==> src/rtl/lcd_pkg.sv <==
// Shared types and image geometry for the LCD host driver.
package lcd_pkg;

  typedef enum logic [2:0] {
    LOAD     = 3'd0,
    REFLASH  = 3'd1,
    ZOOM_FIT = 3'd2,
    RIGHT    = 3'd3,
    LEFT     = 3'd4,
    UP       = 3'd5,
    DOWN     = 3'd6,
    ILLEGAL  = 3'd7
  } lcd_cmd_e;

  localparam int IMG_W     = 12;
  localparam int IMG_H     = 9;
  localparam int IMG_BYTES = IMG_W * IMG_H;
  localparam int FRAME_PIX = 16;

  localparam logic [6:0] LAST_ADDR = 7'(IMG_BYTES - 1);

  typedef enum logic [1:0] {
    IDLE   = 2'd0,
    ISSUE  = 2'd1,
    STREAM = 2'd2,
    WAIT   = 2'd3
  } lcd_state_e;

  function automatic logic is_legal(input logic [2:0] code);
    return code != ILLEGAL;
  endfunction

endpackage

==> src/rtl/lcd_host_cmdq.sv <==
// Command FIFO for lcd_host: CQ_DEPTH entries of 3-bit command codes, head visible combinationally.
module lcd_host_cmdq
  import lcd_pkg::*;
#(
  parameter int CQ_DEPTH = 4
) (
  input  logic       clk,
  input  logic       reset,
  input  logic       push,
  input  logic [2:0] push_data,
  input  logic       pop,
  output logic [2:0] head,
  output logic       full,
  output logic       empty
);

  localparam int AW = $clog2(CQ_DEPTH);
  localparam logic [AW:0] DEPTH_C = (AW + 1)'(CQ_DEPTH);

  logic [2:0]    mem [CQ_DEPTH];
  logic [AW-1:0] wr_ptr;
  logic [AW-1:0] rd_ptr;
  logic [AW:0]   count;
  logic          do_push;
  logic          do_pop;

  assign full    = (count == DEPTH_C);
  assign empty   = (count == '0);
  assign do_pop  = pop && !empty;
  // A push into a full queue only lands when the head leaves in the same cycle.
  assign do_push = push && (!full || do_pop);
  assign head    = mem[rd_ptr];

  always_ff @(posedge clk) begin
    if (!reset) begin
      wr_ptr <= '0;
      rd_ptr <= '0;
      count  <= '0;
    end else begin
      if (do_push) wr_ptr <= wr_ptr + 1'b1;
      if (do_pop)  rd_ptr <= rd_ptr + 1'b1;
      case ({do_push, do_pop})
        2'b10:   count <= count + 1'b1;
        2'b01:   count <= count - 1'b1;
        default: count <= count;
      endcase
    end
  end

  always_ff @(posedge clk) begin
    if (do_push) mem[wr_ptr] <= push_data;
  end

endmodule

==> src/rtl/lcd_host.sv <==
// Host-side LCD controller driver: queued commands, LOAD image streaming, frame capture.
// Optional frame pixel sum enabled with `define LCD_HOST_SUM_EN.
module lcd_host
  import lcd_pkg::*;
#(
  parameter int CQ_DEPTH = 4
) (
  input  logic        clk,
  input  logic        reset,
  input  logic [2:0]  cq_cmd,
  input  logic        cq_valid,
  output logic        cq_ready,
  output logic        cmd_err,
  output logic [6:0]  img_addr,
  input  logic [7:0]  img_data,
  output logic [2:0]  cmd,
  output logic        cmd_valid,
  output logic [7:0]  datain,
  input  logic        busy,
  input  logic [7:0]  dataout,
  input  logic        output_valid,
  output logic [7:0]  pix_data,
  output logic [3:0]  pix_idx,
  output logic        pix_valid,
  output logic        frame_done,
  output logic [11:0] frame_sum
);

  lcd_state_e state;
  logic       run_q;
  logic       q_push;
  logic       q_pop;
  logic       q_full;
  logic       q_empty;
  logic [2:0] q_head;
  logic [6:0] byte_cnt;
  logic [3:0] pix_cnt;
  logic       capture;
  logic       frame_end;

  // run_q keeps cq_ready low while reset is held and for the release cycle.
  assign cq_ready  = run_q && !q_full;
  assign q_push    = cq_valid && is_legal(cq_cmd) && run_q;
  assign q_pop     = (state == IDLE) && !q_empty && !busy;
  assign capture   = (state == WAIT) && output_valid;
  assign frame_end = (state == WAIT) && !busy;

  lcd_host_cmdq #(
    .CQ_DEPTH (CQ_DEPTH)
  ) u_cmdq (
    .clk       (clk),
    .reset     (reset),
    .push      (q_push),
    .push_data (cq_cmd),
    .pop       (q_pop),
    .head      (q_head),
    .full      (q_full),
    .empty     (q_empty)
  );

  always_ff @(posedge clk) begin
    if (!reset) begin
      state      <= IDLE;
      run_q      <= 1'b0;
      cmd_err    <= 1'b0;
      cmd_valid  <= 1'b0;
      pix_valid  <= 1'b0;
      frame_done <= 1'b0;
      cmd        <= '0;
      datain     <= '0;
      img_addr   <= '0;
      pix_data   <= '0;
      pix_idx    <= '0;
      pix_cnt    <= '0;
      byte_cnt   <= '0;
    end else begin
      run_q      <= 1'b1;
      cmd_err    <= cq_valid && !is_legal(cq_cmd);
      cmd_valid  <= 1'b0;
      pix_valid  <= 1'b0;
      frame_done <= 1'b0;
      case (state)
        IDLE: begin
          // img_addr already rests at 0 here, so a LOAD head has byte 0 fetched during ISSUE.
          if (q_pop) begin
            cmd       <= q_head;
            cmd_valid <= 1'b1;
            state     <= ISSUE;
            if (q_head == LOAD) img_addr <= 7'd1;
          end
        end
        ISSUE: begin
          if (cmd == LOAD) begin
            datain   <= img_data;
            byte_cnt <= '0;
            img_addr <= img_addr + 7'd1;
            state    <= STREAM;
          end else begin
            state <= WAIT;
          end
        end
        STREAM: begin
          // Address runs one byte ahead of datain and parks at 0 after the last fetch.
          if (img_addr == LAST_ADDR)  img_addr <= '0;
          else if (img_addr != '0)    img_addr <= img_addr + 7'd1;
          if (byte_cnt == LAST_ADDR) begin
            state <= WAIT;
          end else begin
            datain   <= img_data;
            byte_cnt <= byte_cnt + 7'd1;
          end
        end
        WAIT: begin
          if (capture) begin
            pix_data  <= dataout;
            pix_valid <= 1'b1;
            pix_idx   <= pix_cnt;
            pix_cnt   <= pix_cnt + 4'd1;
          end
          if (frame_end) begin
            frame_done <= 1'b1;
            pix_idx    <= '0;
            pix_cnt    <= '0;
            state      <= IDLE;
          end
        end
        default: state <= IDLE;
      endcase
    end
  end

`ifdef LCD_HOST_SUM_EN
  logic [11:0] acc;
  logic [11:0] acc_next;

  always_comb begin
    acc_next = acc;
    if (capture) acc_next = acc + 12'(dataout);
  end

  always_ff @(posedge clk) begin
    if (!reset) begin
      acc       <= '0;
      frame_sum <= '0;
    end else if (frame_end) begin
      frame_sum <= acc_next;
      acc       <= '0;
    end else begin
      acc <= acc_next;
    end
  end
`else
  assign frame_sum = '0;
`endif

endmodule

==> config.mk <==
export PLATFORM = sky130hd
export DESIGN_NAME = lcd_host
export DESIGN_NICKNAME = d
export VERILOG_FILES = /design/src/rtl/lcd_pkg.sv /design/src/rtl/lcd_host_cmdq.sv /design/src/rtl/lcd_host.sv
export SDC_FILE = /design/constraint.sdc
export NUM_CORES = 1
export LEC_CHECK = 0
export ABC_AREA = 1
export CELL_PAD_IN_SITES_DETAIL_PLACEMENT = 1
export CELL_PAD_IN_SITES_GLOBAL_PLACEMENT = 2
export CORE_UTILIZATION = 31
export CTS_BUF_LIST = sky130_fd_sc_hd__clkbuf_16
export DETAILED_ROUTE_END_ITERATION = 8
export GPL_ROUTABILITY_DRIVEN = 0
export PLACE_DENSITY = 0.82
export SLEW_MARGIN = 10
export SYNTH_ARGS = -nofsm -noshare
export SYNTH_HDL_FRONTEND = slang
export SYNTH_HIERARCHICAL = 1
export SYNTH_SLANG_ARGS = --single-unit
==> constraint.sdc <==
create_clock -name clk -period 6.03 [get_ports clk]
set_clock_uncertainty 0.05 [all_clocks]
set_input_delay 0.603 -clock clk [delete_from_list [all_inputs] [get_ports clk]]
set_output_delay 0.603 -clock clk [all_outputs]
set_load 0.02 [all_outputs]
Word level (Yosys, flattened, before mapping):

Memory sizes are Yosys's and may differ from the RTL's. A register that Yosys moved wholly into a read port is not among the register bits.
Cells that the tools add are included.
Widths: inputs -> output; s select.

* $add $sub $neg: 7
* eq/ne operators: 16
* multiplexer cells: 30
* reduce and logical (&&, ||, !) cells: 32

Operators by type and width (number)
* $mux 7: 7
* $pmux 7 s3: 1
* $mux 4: 4
* $mux 8: 2
* $pmux 8 s2: 1
* $add 7x1->7 const B: 2
* $eq 7x7->1 const B: 2
* $pmux 7 s2: 1
* $logic_and 1x1->1: 10
* $mux 2: 5
* $reduce_and 2->1: 5
* $logic_not 3->1: 3
* $ne 2x2->1 const B: 4
* $pmux 2 s4: 1
* $mux 1: 7
* $reduce_bool 7->1: 1
* $eq 2x2->1 const B: 3
* $ne 3x3->1 const B: 2
* $pmux 3 s2: 1
* $reduce_and 3->1: 2
* $reduce_bool 2->1: 3
* $reduce_and 5->1: 1
* $add 2x1->2 const B: 2
* $add 4x1->4 const B: 1
* other kinds (9): 14

* bits in registers: 55
* bits in writable memories: 12
* input port bits: 24
* output and inout bits: 47
* word-level logic and storage cells: 102
* memories: 1

Memories
* u_cmdq.mem: depth 4, width 3, rd ports 1, clocked after Yosys merged registers in 1, write ports 1, line lcd_host_cmdq.sv:20 `logic [2:0] mem [CQ_DEPTH];`

Longest topological paths before layout:

* word-level depth: 9
* mapped depth: 16
* gate-level depth less buffers: 16

By module:

The synthesis kept the hierarchy.

By module, submodules not included
* lcd_host: times used 1, cells an instance 322, area each 2332.2 um2, sequential area each 960.9 um2
* lcd_host_cmdq: times used 1, cells an instance 103, area each 959.7 um2, sequential area each 540.5 um2

Worst setup path after synthesis:

OpenSTA, ideal clock, no wires.

* path type: reg2reg
* start: register state[0]
* end: register u_cmdq.count[1]
* library setup time: 0.070 ns
* data arrival time: 2.233 ns
* data required time: 5.910 ns
* slack: 3.677 ns
* stages on the path, launching flop included: 12
* buffers on the path: 0
* clock period less this slack: 2.353 ns
* cells stage by stage: dfxtp_1 -> inv_1 -> ha_1 -> inv_1 -> nor3_1 -> inv_1 -> nand3_2 -> nand2_1 -> ha_1 -> inv_1 -> fa_1 -> a21oi_1

* word-level cells in the longest chain between the ends: 8
* elaborated cells between the ends (all ways): 10
* those cells by class: eq/ne (2); mux (1); reduce/logical (7)

RTL lines
* from (decl): line lcd_host.sv:29 `lcd_state_e state;`
* from (signal assigned): line lcd_host.sv:63 `state <= IDLE;`
* from (signal assigned): line lcd_host.sv:88 `state <= ISSUE;`
* from (signal assigned): line lcd_host.sv:97 `state <= STREAM;`
* $logic_not 2->1 (*): line lcd_host.sv:44 `assign q_pop = (state == IDLE) && !q_empty && !busy;`
* $logic_and 1x1->1 (*) (2 in a row): line lcd_host.sv:44
* via q_pop: line lcd_host.sv:32 `logic q_pop;`
* $logic_and 1x1->1 (*): line lcd_host_cmdq.sv:29 `assign do_pop = pop && !empty;`
* $logic_or 1x1->1: line lcd_host_cmdq.sv:31 `assign do_push = push && (!full || do_pop);`
* $logic_and 1x1->1: line lcd_host_cmdq.sv:31
* $eq 2x1->1 or $eq 2x2->1 (tied branches): line lcd_host_cmdq.sv:42 `case ({do_push, do_pop})`
* $pmux 3 s2 or $reduce_bool 2->1 (tied branches)
* to (signal assigned): line lcd_host_cmdq.sv:43 `2'b10: count <= count + 1'b1;`
* to (signal assigned): line lcd_host_cmdq.sv:44 `2'b01: count <= count - 1'b1;`
* to (signal assigned): line lcd_host_cmdq.sv:45 `default: count <= count;`
* to (decl): line lcd_host_cmdq.sv:23 `logic [AW:0] count;`

Mark *: on every way through the listed nets, which the timed path passes. The rest lies on a longest branch.
A chain may end at the register's enable or synchronous reset.

Worst setup path after layout:

* start: input port busy
* end: register u_cmdq.count[2]

* word-level cells in the longest chain between the ends: 7
* elaborated cells between the ends (all ways): 9
* those cells by class: eq/ne (2); mux (1); reduce/logical (6)

RTL lines
* from (decl): line lcd_host.sv:19 `input logic busy,`
* $logic_not 1->1 (*): line lcd_host.sv:44
* $logic_and 1x1->1 (*): line lcd_host.sv:44
* via q_pop: line lcd_host.sv:32
* $logic_and 1x1->1 (*): line lcd_host_cmdq.sv:29
* $logic_or 1x1->1: line lcd_host_cmdq.sv:31
* $logic_and 1x1->1: line lcd_host_cmdq.sv:31
* $eq 2x1->1 or $eq 2x2->1 (tied branches): line lcd_host_cmdq.sv:42
* $pmux 3 s2 or $reduce_bool 2->1 (tied branches)

Marked as above.

==> run summary <==
Clk_lat worst skew - 0.33 ns
Cell area after layout - 4340 sq um
Layout area overhead - 31.8%
Number of core rows - 37
Max-slew violation count - 0
Startpoint Class - input pin
Area leader, netlist - dfxtp_1
Critical-path top delay cell - nor3_1
Hold Path Class - reg -> reg
Placed Area - 3950 sq um
Inst Count DP - 611
Antenna cell count - 0
Int Pwr - 1.14 mW
Nets - 525
Number of synthesized flops with an enable pin - 12
Netlist Area Pre-Place - 3290 sq um
HPWL Detailed - 5760 microns
Largest cells by area after synthesis - dfxtp_1, edfxtp_1, nand2_1
Final setup TNS - 0 ns
Vias - 2836
Max-cap violations - 0
Layout cells sized above 1 - 8.35%
Number of library cell types mapped by synthesis - 32
Initial core utilization - 31.9%
Asr flop ratio synth - 0%
Endpoints failing setup - 0
Crit path cell chain - clkdlybuf4s50_1 > nor3_1 > inv_1 > nand3_2 > nand2_1 > ha_1 > inv_1 > fa_1 > inv_1 > nand2_1 > nand3_1 > nor2_1 > nor2_1
Final hold violations - 0
Gr ovfl total - 0
Status - complete, no violations
Cell Pwr Density - 376 nW/um^2
DR pass1 iterations - 4
Die Y - 105 microns
Setup ws final - 3.12 ns
Clock tree sinks - 69
Syn Area/Cell - 7.75 sq um
CP delay by family, top - simple AND/OR/NAND/NOR gates
Die area - 11000 sq um
CTS tree - built
Total GRT Usage - 15.6%
CP most frequent cell - inv_1
Number of global-route vias before repair - 3046
Seq pwr share - 33.4%
Core area - 10300 sq um
CP max FO - 7
Place WS - 2.77 ns
Crit. End Element - flop
Number of synthesized register bits - 69
Top-count cell post-synth - nand2_1
Clock power share - 42.3%
Critical Path AT - 3.08 ns
Lkg Pwr - 1.73 nW
Die width - 105 microns
First-pass GRT wire length - 13800 microns
Peak VDD IR - 0.162 mV
H-tree Lvls - 3
Synth top area share - 34.7%
Tcrit/Tclk final - 48.3%
DR vias/cell - 4.52
F_max - 0.344 GHz
Register area - 1500 sq um
# IOs - 71
Max Buffers Root-to-Sink - 2
Drt total wl - 7830 microns
Port bufs - 58
Multi-input logic area - 1480 sq um
Worst Max-Slew Pin Slew - 0.706 ns
Synth cell count leaders - nand2_1, dfxtp_1, inv_1, nor2_1, a21oi_1
Comb power frac - 24.3%
RSZ-0062 raised after global routing - no
DRC Markers - 0
Setup Buffers After CTS - 0
Yosys warns - 6
Hold_buf cts - 0
FILL cells - 1242
Rel. slew slack - 52.6%
Post-Layout Cell Count - 627
Cells after Synth - 425
Initial antenna violation count - 0
Worst Path Class, Setup - in -> reg
Iter 0 DRT Violations - 62
Worst path required time - 6.20 ns
CTS Root Cell - clkbuf_16
NetSw - 490 uW
PostCTS Resize Cnt - 0
Num CTS Buffers - 9
Layout Utilization - 42.0%
Buf/Inv on CP - 4
WL per Instance - 12.5 microns
CP peak stage delay - 0.64 ns
Sequential share of the synthesized area - 45.6%
Min cycle time layout - 2.91 ns
Largest net degree at the start of global routing - 27
Switching share of power - 30.0%
ANT nets after route - 0
Clock transition at the registers of the reported paths - 0.06 ns
Top FF cell, synth - dfxtp_1
## layout by cell type, fill, tap and decap left out
cell / Yosys / final
nor3_4: 1 / 1
nand3_2: 3 / 3
o21ai_2: 1 / 1
inv_4: 1 / 1
o21bai_1: 1 / 1
conb_1: 1 / 12
a21oi_2: 3 / 3
buf_4: 13 / 1
nand2_2: 6 / 6
o21ai_0: 21 / 21
clkbuf_16: 0 / 9
nor3b_1: 1 / 1
clkinv_4: 0 / 1
or2_0: 2 / 2
bufinv_16: 0 / 5
inv_2: 3 / 3
fa_1: 1 / 1
o31ai_1: 1 / 1
o22ai_1: 3 / 3
nor2_2: 6 / 6
ha_1: 14 / 14
xnor2_1: 1 / 1
nand3_4: 1 / 1
clkdlybuf4s50_1: 0 / 58
dfxtp_1: 57 / 57
nor3_1: 5 / 5
a21oi_1: 33 / 33
edfxtp_1: 12 / 12
nand3_1: 32 / 32
nor2_1: 44 / 44
xor2_1: 2 / 2
inv_1: 53 / 54
nand2_1: 96 / 96
## worst reg2reg max path, cell delays in order (launching register included)
cell and delay [ns]:
dfxtp_1 0.36, inv_1 0.10, ha_1 0.22, inv_1 0.08, nor3_1 0.55, inv_1 0.12
nand3_2 0.14, nand2_1 0.14, ha_1 0.25, inv_1 0.09, fa_1 0.20, inv_1 0.05
nand2_1 0.05, nand3_1 0.09, nor2_1 0.12, nor2_1 0.06
## sequential cells by signal, summed over array words and instances (netlist names), 3 cells and up, named ones only
register      flops
u_cmdq/mem       12
u_cmdq/count      3
pix_idx           4
cmd               3
pix_cnt           4
datain            8
pix_data          8
img_addr          7
byte_cnt          7
## per-stage QoR
step / hold slack, ns / total power, mW
after floorplan: 0.406 / 0.836
after global placement: 0.402 / 0.956
after detailed placement: 0.409 / 0.961
after CTS: 0.417 / 1.66
after global routing: 0.440 / 1.73
final: 0.413 / 1.63
## area by class of cell
cell class	instances	area share (%)
inverter	57	4.99
sequential	69	34.6
clock inverter	7	3.75
tap	136	3.92
timing repair buffer	59	13.6
clock buffer	9	5.19
multi-input combinational	290	34.0
## routing by layer
| metal | GRT usage (%) | vias up | part of all wire [%] |
|---|---|---|---|
| met3 | 3.74 | 9 | 3.1 |
| li1 | - | 1452 | - |
| met4 | 5.03 | 0 | 1.4 |
| met2 | 28.8 | 44 | 51 |
| met5 | 0 | - | 0 |
| met1 | 17.4 | 1331 | 44 |
## logic make-up (layout without fill, tap and decap cells)
group | count (synthesis) | count (layout) | share of synthesized area (%)
adder cells (fa/ha/maj) | 15 | 15 | 5.93
XOR/XNOR | 3 | 3 | 0.798
other | 1 | 12 | 0.114
AO/OA/AOI/OAI | 63 | 63 | 10.3
flip-flops | 69 | 69 | 45.6
buffers and inverters | 77 | 132 | 10.8
AND/OR/NAND/NOR | 197 | 197 | 26.4
## path summary, 6_finish.rpt
kind / start / endpoint / slack [ns] / cells after the start
worst max-delay path: busy / u_cmdq/count[2]$_SDFFE_PN0P_ / 3.12 / 13
worst min-delay path: pix_idx[0]$_SDFFE_PN0P_ / pix_idx[0]$_SDFFE_PN0P_ / 0.41 / 2
worst min register to register: pix_idx[0]$_SDFFE_PN0P_ / pix_idx[0]$_SDFFE_PN0P_ / 0.41 / 2
worst max register to register: state[0]$_SDFFE_PN0P_ / u_cmdq/count[2]$_SDFFE_PN0P_ / 3.26 / 15
## power by group through the flow
stage          combinational [mW]  clock (mW)  sequential, mW
3_3_place_gp                0.401           0           0.554
6_report                    0.397       0.691           0.545
4_1_cts                     0.407       0.703           0.546
5_1_grt                     0.450       0.725           0.553
3_5_place_dp                0.405           0           0.556
2_1_floorplan               0.251           0           0.585
Note: power is estimated with default switching activity, not from simulation.
